==> config.mk <==
export PLATFORM = sky130hd
export DESIGN_NAME = wb_phase_spi
export DESIGN_NICKNAME = d
export VERILOG_FILES = /design/src/rtl/pawc_pkg.sv /design/src/rtl/pawc_sync_fifo.sv /design/src/rtl/wb_phase_spi.sv
export SDC_FILE = /design/constraint.sdc
export NUM_CORES = 1
export LEC_CHECK = 0
export BUFFER_PORTS_ARGS = -buffer_cell sky130_fd_sc_hd__buf_2
export CORE_MARGIN = 5
export CORE_UTILIZATION = 44
export CTS_CLUSTER_SIZE = 12
export DETAILED_ROUTE_END_ITERATION = 12
export GPL_TIMING_DRIVEN = 1
export SYNTH_ARGS = -nofsm -noshare
export SYNTH_HDL_FRONTEND = slang
export SYNTH_SLANG_ARGS = --single-unit
export TNS_END_PERCENT = 1
==> constraint.sdc <==
create_clock -name wb_clk_i -period 6.7 [get_ports wb_clk_i]
set_input_delay 0.335 -clock wb_clk_i [delete_from_list [all_inputs] [get_ports wb_clk_i]]
set_output_delay 0.335 -clock wb_clk_i [all_outputs]
set_load 0.1 [all_outputs]
==> src/rtl/pawc_pkg.sv <==
// pawc_pkg: register map, STATUS bit positions and sequencer states shared by the phase-shifter SPI block.
package pawc_pkg;
  localparam logic [1:0] REG_CTRL = 2'd0, REG_STATUS = 2'd1, REG_TXDATA = 2'd2, REG_LOAD = 2'd3;
  localparam int ST_BUSY = 0, ST_EMPTY = 1, ST_FULL = 2, ST_OVF = 3, ST_LVL = 8;
  typedef enum logic [2:0] {IDLE, SETUP, SHIFT, HOLD, GAP, LATCH} state_t;
endpackage

==> src/rtl/pawc_sync_fifo.sv <==
// pawc_sync_fifo: single-clock FIFO with level output; pushes while full and pops while empty are ignored.
module pawc_sync_fifo #(
  parameter int WIDTH = 16,
  parameter int DEPTH = 8
) (
  input  logic                     clk,
  input  logic                     rst,
  input  logic                     push,
  input  logic                     pop,
  input  logic [WIDTH-1:0]         din,
  output logic [WIDTH-1:0]         dout,
  output logic                     empty,
  output logic                     full,
  output logic [$clog2(DEPTH):0]   level
);
  localparam int AW = $clog2(DEPTH);
  logic [WIDTH-1:0] mem [DEPTH];
  logic [AW-1:0] wp, rp;
  logic do_push, do_pop;
  assign empty = level == '0;
  assign full = level == (AW+1)'(DEPTH);
  assign do_push = push & !full;
  assign do_pop = pop & !empty;
  assign dout = mem[rp];
  always_ff @(posedge clk or posedge rst) begin
    if (rst) begin
      wp <= '0;
      rp <= '0;
      level <= '0;
    end else begin
      wp <= wp + AW'(do_push);
      rp <= rp + AW'(do_pop);
      level <= level + (AW+1)'(do_push) - (AW+1)'(do_pop);
    end
  end
  always_ff @(posedge clk) if (do_push) mem[wp] <= din;
endmodule

==> src/rtl/wb_phase_spi.sv <==
// wb_phase_spi: Wishbone-fed SPI serialiser that streams queued phase words to a shifter chain and pulses its latch.
module wb_phase_spi
  import pawc_pkg::*;
#(
  parameter int FIFO_DEPTH = 8,
  parameter int FRAME_BITS = 16
) (
  input  logic        wb_clk_i,
  input  logic        wb_rst_i,
  input  logic [31:0] wb_adr_i,
  input  logic [31:0] wb_dat_i,
  input  logic [3:0]  wb_sel_i,
  input  logic        wb_we_i,
  input  logic        wb_stb_i,
  input  logic        wb_cyc_i,
  output logic [31:0] wb_dat_o,
  output logic        wb_ack_o,
  output logic        wb_rty_o,
  output logic        spi_sclk_o,
  output logic        spi_mosi_o,
  output logic        spi_cs_n_o,
  output logic        spi_ld_o
);
  localparam int BW = $clog2(FRAME_BITS) + 1;
  state_t state, state_n;
  logic [7:0] clkdiv, cnt, div;
  logic enable, overflow, load_pending, ack, phase, half_end, dispatch, start, pop, push, busy, framing, last;
  logic [BW-1:0] bits;
  logic [FRAME_BITS-1:0] sh, fifo_dout;
  logic fifo_empty, fifo_full;
  logic [$clog2(FIFO_DEPTH):0] level;
  logic [1:0] a;
  logic req, wr, unused;
  logic [31:0] status, rdata;
  assign unused = ^{wb_sel_i, wb_adr_i, wb_dat_i};
  assign a = wb_adr_i[3:2];
  assign req = wb_cyc_i & wb_stb_i & !ack;
  assign wr = req & wb_we_i;
  assign push = wr && a == REG_TXDATA;
  pawc_sync_fifo #(.WIDTH(FRAME_BITS), .DEPTH(FIFO_DEPTH)) u_fifo (
    .clk(wb_clk_i), .rst(wb_rst_i), .push(push), .pop(pop), .din(wb_dat_i[FRAME_BITS-1:0]),
    .dout(fifo_dout), .empty(fifo_empty), .full(fifo_full), .level(level)
  );
  // GAP expiry makes the same start decision as IDLE so back-to-back frames keep exactly H cycles of cs_n high.
  assign half_end = cnt == div;
  assign dispatch = state == IDLE || (state == GAP && half_end);
  assign start = enable & !fifo_empty;
  assign pop = dispatch & start;
  assign last = bits == BW'(FRAME_BITS - 1);
  always_comb begin
    state_n = dispatch ? (start ? SETUP : (enable & fifo_empty & load_pending) ? LATCH : IDLE)
            : !half_end ? state
            : state == SETUP ? SHIFT
            : state == SHIFT ? ((!phase && last) ? HOLD : SHIFT)
            : state == HOLD ? GAP
            : state == LATCH ? (phase ? LATCH : IDLE)
            : state;
  end
  // div is reloaded only at half-period boundaries so a clkdiv write never stretches a half already running.
  always_ff @(posedge wb_clk_i or posedge wb_rst_i) begin
    if (wb_rst_i) begin
      state <= IDLE;
      cnt <= '0;
      div <= '0;
      phase <= 1'b0;
      bits <= '0;
      sh <= '0;
    end else begin
      state <= state_n;
      cnt <= (state_n != state || half_end) ? 8'd0 : cnt + 8'd1;
      if (state_n != state || half_end) div <= clkdiv;
      phase <= (state_n != state) ? 1'b1 : half_end ? !phase : phase;
      bits <= (state != SHIFT) ? '0 : (half_end && !phase) ? bits + BW'(1) : bits;
      if (pop) sh <= fifo_dout;
      else if (state == SHIFT && half_end && phase) sh <= sh << 1;
    end
  end
  assign busy = state != IDLE || load_pending;
  always_comb begin
    status = '0;
    status[ST_BUSY] = busy;
    status[ST_EMPTY] = fifo_empty;
    status[ST_FULL] = fifo_full;
    status[ST_OVF] = overflow;
    status[ST_LVL +: 8] = 8'(level);
    rdata = a == REG_CTRL ? {23'd0, enable, clkdiv} : a == REG_STATUS ? status : '0;
  end
  always_ff @(posedge wb_clk_i or posedge wb_rst_i) begin
    if (wb_rst_i) begin
      ack <= 1'b0;
      wb_dat_o <= '0;
      clkdiv <= '0;
      enable <= 1'b0;
      overflow <= 1'b0;
      load_pending <= 1'b0;
    end else begin
      ack <= req;
      wb_dat_o <= (req & !wb_we_i) ? rdata : '0;
      if (wr && a == REG_CTRL) {enable, clkdiv} <= wb_dat_i[8:0];
      if (wr && a == REG_STATUS && wb_dat_i[ST_OVF]) overflow <= 1'b0;
      else if (push && fifo_full) overflow <= 1'b1;
      if (wr && a == REG_LOAD) load_pending <= 1'b1;
      else if (state == LATCH && state_n == IDLE) load_pending <= 1'b0;
    end
  end
  assign framing = state == SETUP || state == SHIFT || state == HOLD;
  assign wb_ack_o = ack;
  assign wb_rty_o = 1'b0;
  assign spi_sclk_o = state == SHIFT && phase;
  assign spi_cs_n_o = !framing;
  assign spi_mosi_o = framing & sh[FRAME_BITS-1];
  assign spi_ld_o = state == LATCH;
endmodule

* Yosys cells after proc, flatten, opt, wreduce, memory -nomap -nowiden *
Memory sizes are Yosys's and may differ from the RTL's.
Cells that the tools add are included.

word-level totals
  memory bits (writable) = 128
  bits of input ports = 73
  output and inout bits = 38
  word-level logic and storage cells = 106
  memories = 1
  bits in registers = 75

memories
  name        words  bits a word  read ports  clocked after memory_dff  write ports  RTL line              source
  u_fifo.mem  8      16           1           0                         1            pawc_sync_fifo.sv:17  logic [WIDTH-1:0] mem [DEPTH];

cells by class
  bitwise logic cells = 11
  eq/ne operators = 13
  $add $sub $neg = 6
  multiplexer cells = 26
  reduce and logical (&&, ||, !) cells = 34

operators by type and width
  kind                                                                   number
  12-bit 2-to-1 mux                                                      3
  16-bit 2-to-1 mux                                                      2
  3-bit 2-to-1 mux                                                       9
  1-bit logical AND                                                      13
  1-bit bitwise AND                                                      11
  5-bit 2-to-1 mux                                                       2
  2-bit nonzero test                                                     5
  1-bit 2-to-1 mux                                                       9
  8-bit by 1-bit adder with 8-bit output, second input constant          1
  8-bit equality test                                                    1
  8-bit 2-to-1 mux                                                       1
  3-bit by 1-bit adder with 3-bit output                                 2
  3-bit by 2-bit equality test with 1-bit output, second input constant  2
  3-bit equality test, second input constant                             2
  1-bit zero test                                                        6
  3-bit zero test                                                        2
  5-bit by 1-bit adder with 5-bit output, second input constant          1
  5-bit by 4-bit equality test with 1-bit output, second input constant  1
  1-bit logical OR                                                       5
  4-bit by 1-bit adder with 4-bit output                                 1
  2-bit equality test, second input constant                             2
  4-bit equality test, second input constant                             1
  4-bit zero test                                                        1
  4-bit by 1-bit subtractor with 4-bit output                            1
  other kinds (6)                                                        6

* Logic depth before layout (Yosys ltp) *
  depth after elaboration = 11
  mapped depth = 10

* Cells and area by module *
From an unflattened synthesis, not the netlist that was laid out.

second synthesis, totals
  cell total of the unflattened synthesis = 515
  area, all modules = 8738.4 µm²

modules (own cells, without submodules)
  module          area an instance (µm²)  cells each  times used
  pawc_sync_fifo  5482.8                  238         1
  wb_phase_spi    3255.6                  277         1

* Worst setup path before layout *
No wires, ideal clock.

  path kind = register to output
  from = reg state[0]
  to = out spi_mosi_o
  data required time = 6365 ps
  path slack = 2356 ps
  stages on the path, launching flop included = 4
  arrival time = 4009 ps
  cell sequence = dfrtp_1 -> buf_4 -> o21ai_0 -> nor2_1

between the ends
  cells in the longest elaborated chain, start to end = 4
  elaborated cells on any way between the ends = 6
  classes of those cells = eq/ne (3); bitwise (1); reduce/logical (2)

RTL lines
  what                                                                                                                     RTL line             source
  start, declared                                                                                                          wb_phase_spi.sv:25   state_t state, state_n;
  start signal, assigned                                                                                                   wb_phase_spi.sv:69   state <= state_n;
  3-bit by 1-bit equality test with 1-bit output / 3-bit by 2-bit equality test with 1-bit output (equally long branches)  wb_phase_spi.sv:106  assign framing = state == SETUP || state == SHIFT || state == HOLD;
  1-bit logical OR                                                                                                         wb_phase_spi.sv:106
  1-bit logical OR *                                                                                                       wb_phase_spi.sv:106
  1-bit bitwise AND *                                                                                                      wb_phase_spi.sv:111  assign spi_mosi_o = framing & sh[FRAME_BITS-1];
  end, declared                                                                                                            wb_phase_spi.sv:20   output logic spi_mosi_o,

Mark *: on every way between the ends. The rest lies on a longest branch, timed or not.

* Worst setup path in the final report *
  from = reg cnt[5]
  to = reg u_fifo.level[2]

between the ends
  cells in the longest elaborated chain, start to end = 6

RTL lines
  what                                         RTL line              source
  start, declared                              wb_phase_spi.sv:26    logic [7:0] clkdiv, cnt, div;
  start signal, assigned                       wb_phase_spi.sv:70    cnt <= (state_n != state || half_end) ? 8'd0 : cnt + 8'd1;
  8-bit equality test                          wb_phase_spi.sv:45    assign half_end = cnt == div;
  1-bit logical AND                            wb_phase_spi.sv:46    assign dispatch = state == IDLE || (state == GAP && half_end);
  1-bit logical OR                             wb_phase_spi.sv:46
  1-bit bitwise AND                            wb_phase_spi.sv:48    assign pop = dispatch & start;
  1-bit bitwise AND                            pawc_sync_fifo.sv:23  assign do_pop = pop & !empty;
  4-bit by 1-bit subtractor with 4-bit output  pawc_sync_fifo.sv:33  level <= level + (AW+1)'(do_push) - (AW+1)'(do_pop);
  end signal, assigned                         pawc_sync_fifo.sv:33
  end, declared                                pawc_sync_fifo.sv:14  output logic [$clog2(DEPTH):0] level

Every way passes these cells.
A chain may end at the register's enable or synchronous reset.

==> results.sh <==
export IMPL_max_freq_mhz=365
export IMPL_wl_per_cell_um=19.1
export IMPL_syn_inst=515
export IMPL_clk_latency_ps=500
export IMPL_synth_ff_type="edfxtp_1"
export IMPL_crit_chain="xnor2_1, and4_1, a21oi_4, or3_1, nand2_1, ha_1, inv_1, fa_1, xnor2_1"
export IMPL_cts_sinks=203
export IMPL_p_leak_nw=3.73
export IMPL_viasPerCell=5.12
export IMPL_ys_types=54
export IMPL_power_density_nw_per_um2=376
export IMPL_endpoint_kind="flip-flop"
export IMPL_synth_edf_count=128
export IMPL_timing_rr_start="cnt[5]"
export IMPL_io_buffers=39
export IMPL_drive_above_1_share_pct=24.1
export IMPL_grt_pass1_wl_mm=25.8
export IMPL_utilization_pct=49.7
export IMPL_required_ps=7070
export IMPL_min_path_cells=1
export IMPL_irDropWorstVdd_mv=0.175
export IMPL_fp_dieW_um=150
export IMPL_async_flop_share_pct=36.9
export IMPL_rsz0062_at_grt="no"
export IMPL_r2r_cells=9
export IMPL_grt_max_degree=76
export IMPL_cts_resized_gates=0
export IMPL_hold_violations=0
export IMPL_nets=652
export IMPL_die_h_um=150
export IMPL_fp_coreArea_um2=19300
export IMPL_hold_buffers=0
export IMPL_synthTopCellsByArea="edfxtp_1 45%, dfrtp_1 22%, mux4_2 8.4%"
export IMPL_clk_pin_slew_ps=60
export IMPL_cts_buffers=22
export IMPL_grt_overflow=0
export IMPL_cts_tree="built"
export IMPL_hold_path_class="in2reg"
export IMPL_min_period_ps=2740
export IMPL_postCtsSetupRepairBufs=0
export IMPL_holdCritStartpoint="wb_dat_i[13]"
export IMPL_arrival_ps=3110
export IMPL_cp_start_kind="flip-flop"
export IMPL_worst_pin_slew_ps=1030
export IMPL_status="finished, final reports clean"
export IMPL_crit_slowest_cell="and4_1"
export IMPL_root_buffer="clkbuf_16"
export IMPL_rows=51
export IMPL_crit_fanout=9
export IMPL_antenna_found_initial=0
export IMPL_ys_seq_area_share_pct=66.8
export IMPL_firstDrtPassIters=4
export IMPL_n_fill_cell=1609
export IMPL_gp_congestion=0.783
export IMPL_synth_top_area_share_pct=44.9
export IMPL_finalCritPeriodShare_pct=40.9
export IMPL_antenna_cells=0
export IMPL_skew_ps=21.0
export IMPL_r2r_setup_slack_ps=3960
export IMPL_holdPathEnd="u_fifo.mem[2][13]"
export IMPL_route_detailed_drc=0
export IMPL_yosys_register_bits=203
export IMPL_grt_use_total_pct=14.9
export IMPL_pin_count=111
export IMPL_synth_largest_area_cell="edfxtp_1"
export IMPL_report_final_setup_viol=0
export IMPL_die_area_um2=22400
export IMPL_ant_nets=0
export IMPL_first_global_vias=4507
export IMPL_start_util_pct=44.3
export IMPL_relSlewSlack_pct=30.9
export IMPL_crit_type="reg2reg"
export IMPL_yosysWarningCount=0
export IMPL_drv_cap=0
export IMPL_totalWireLength_mm=16.2
export IMPL_syn_area_per_cell_um2=16.6
export IMPL_slew_violations=0
export IMPL_first_iter_violations=274
export IMPL_syn_area_um2=8560
export IMPL_clock_path_buffers=3
export IMPL_htreeDepth=1
export IMPL_path_common_cell="xnor2_1"
export IMPL_vias=4339
export IMPL_synthToLayoutAreaGrowth_pct=12.2
export IMPL_critPathMaxStageDelay_ps=530
export IMPL_r2r_end="u_fifo.level[2]"
export IMPL_setup_tns_ps=0
export IMPL_dpl_hpwl_mm=9.93
[cell families after synthesis]
group | count (synthesis) | share of synthesized area (%)
fa+ha+maj | 12 | 1.84
flops | 203 | 66.8
xor+xnor | 23 | 2.35
buf+inv | 59 | 4.31
other cells | 1 | 0.0438
mux | 96 | 16.1
compound gates | 29 | 2.73
simple gates | 92 | 5.77
[worst max path at each step]
stage	depth (start not counted)	endpoint	slack (ps)	startpoint
after floorplan	3	spi_mosi_o	2360	state[0]
after global placement	9	u_fifo.level[2]	3980	cnt[5]
after detailed placement	9	u_fifo.level[2]	3930	cnt[5]
after CTS	9	u_fifo.level[2]	3920	cnt[5]
after global routing	9	u_fifo.level[2]	3770	cnt[4]
final	9	u_fifo.level[2]	3960	cnt[5]
[flip-flops by register name, summed over array words and instances, names as in the netlist]
name	count
wb_dat_o	12
u_fifo.level	4
u_fifo.mem	128
state	3
u_fifo.rp	3
cnt	8
sh	16
overflow	1
div	8
phase	1
clkdiv	8
load_pending	1
bits	5
wb_ack_o	1
u_fifo.wp	3
enable	1
[per-stage QoR]
step / instances / power (W) / area, um2 / setup WS, ps / hold slack [ps]
2_1_floorplan: 535 / 0.00238 / 8640 / 2360 / 434
3_3_place_gp: 808 / 0.00253 / 8960 / 3980 / 491
3_5_place_dp: 808 / 0.00256 / 8960 / 3930 / 513
4_1_cts: 847 / 0.00366 / 9610 / 3920 / 82.1
5_1_grt: 847 / 0.00380 / 9610 / 3770 / 89.6
6_report: 847 / 0.00361 / 9610 / 3960 / 98.9
[worst max-delay path: cells and delay by family, from the launching register on]
family                     cells  cell delay, ps
adders and majority gates      2             530
AOI/OAI and AO/OA              1             190
DFF                            1             430
xor gates and xnor gates       2             350
buffers and inverters          1              60
and+or+nand+nor                3            1040
[power breakdown]
group	internal [W]	switching [W]	leakage, nW
Combinational	0.000383	0.000518	1.31
Clock	0.000633	0.000453	0.315
Sequential	0.00148	0.000143	2.10
Total	0.00249	0.00111	3.73
[cells in the mapped netlist (all sizes together), types with 3 or more instances]
master and instances:
nand3 13, nand4 5, o21ai 8, nor3 8, nand2 9, mux4 32
nand2b 3, ha 11, mux2i 47, o211ai 4, dfrtp 75, buf 39
inv 15, clkbuf 4, xor2 9, nor2 35, xnor2 14, and3 7
edfxtp 128, mux2 17
[placed cells by master (no fill, tap or decap), types with 2 or more instances in the layout]
master,n
and2_1,2
and3_1,7
and4_1,2
buf_2,39
buf_4,12
clkbuf_1,11
clkbuf_16,22
clkbuf_8,2
clkinv_1,2
clkinv_2,2
conb_1,21
dfrtp_1,74
edfxtp_1,128
ha_1,11
inv_1,14
mux2_2,17
mux2i_1,47
mux4_2,32
nand2_1,8
nand2b_1,3
nand3_1,12
nand4_1,5
nor2_1,32
nor2_4,2
nor3_1,6
nor3_2,2
nor3b_1,2
o211ai_1,4
o21ai_0,8
o221ai_1,2
or3_1,2
xnor2_1,14
xor2_1,9
[layout make-up]
cell class | count | area [um2] | share of cell area [%]
Timing Repair Buffer | 51 | 285 | 2.97
Sequential cell | 203 | 5720 | 59.6
Clock buffer | 35 | 619 | 6.45
Inverter | 16 | 60.1 | 0.625
Tap cell | 265 | 332 | 3.45
Multi-Input combinational cell | 273 | 2560 | 26.6
Clock inverter | 4 | 30.0 | 0.313
[per-layer routing]
metal / part of all wire (%) / global-route usage [%]
met5: 0 / 0
met4: 1.7 / 4.21
met3: 4.7 / 2.42
met2: 48 / 24.1
met1: 46 / 21.2
(Power assumes the default switching activity.)
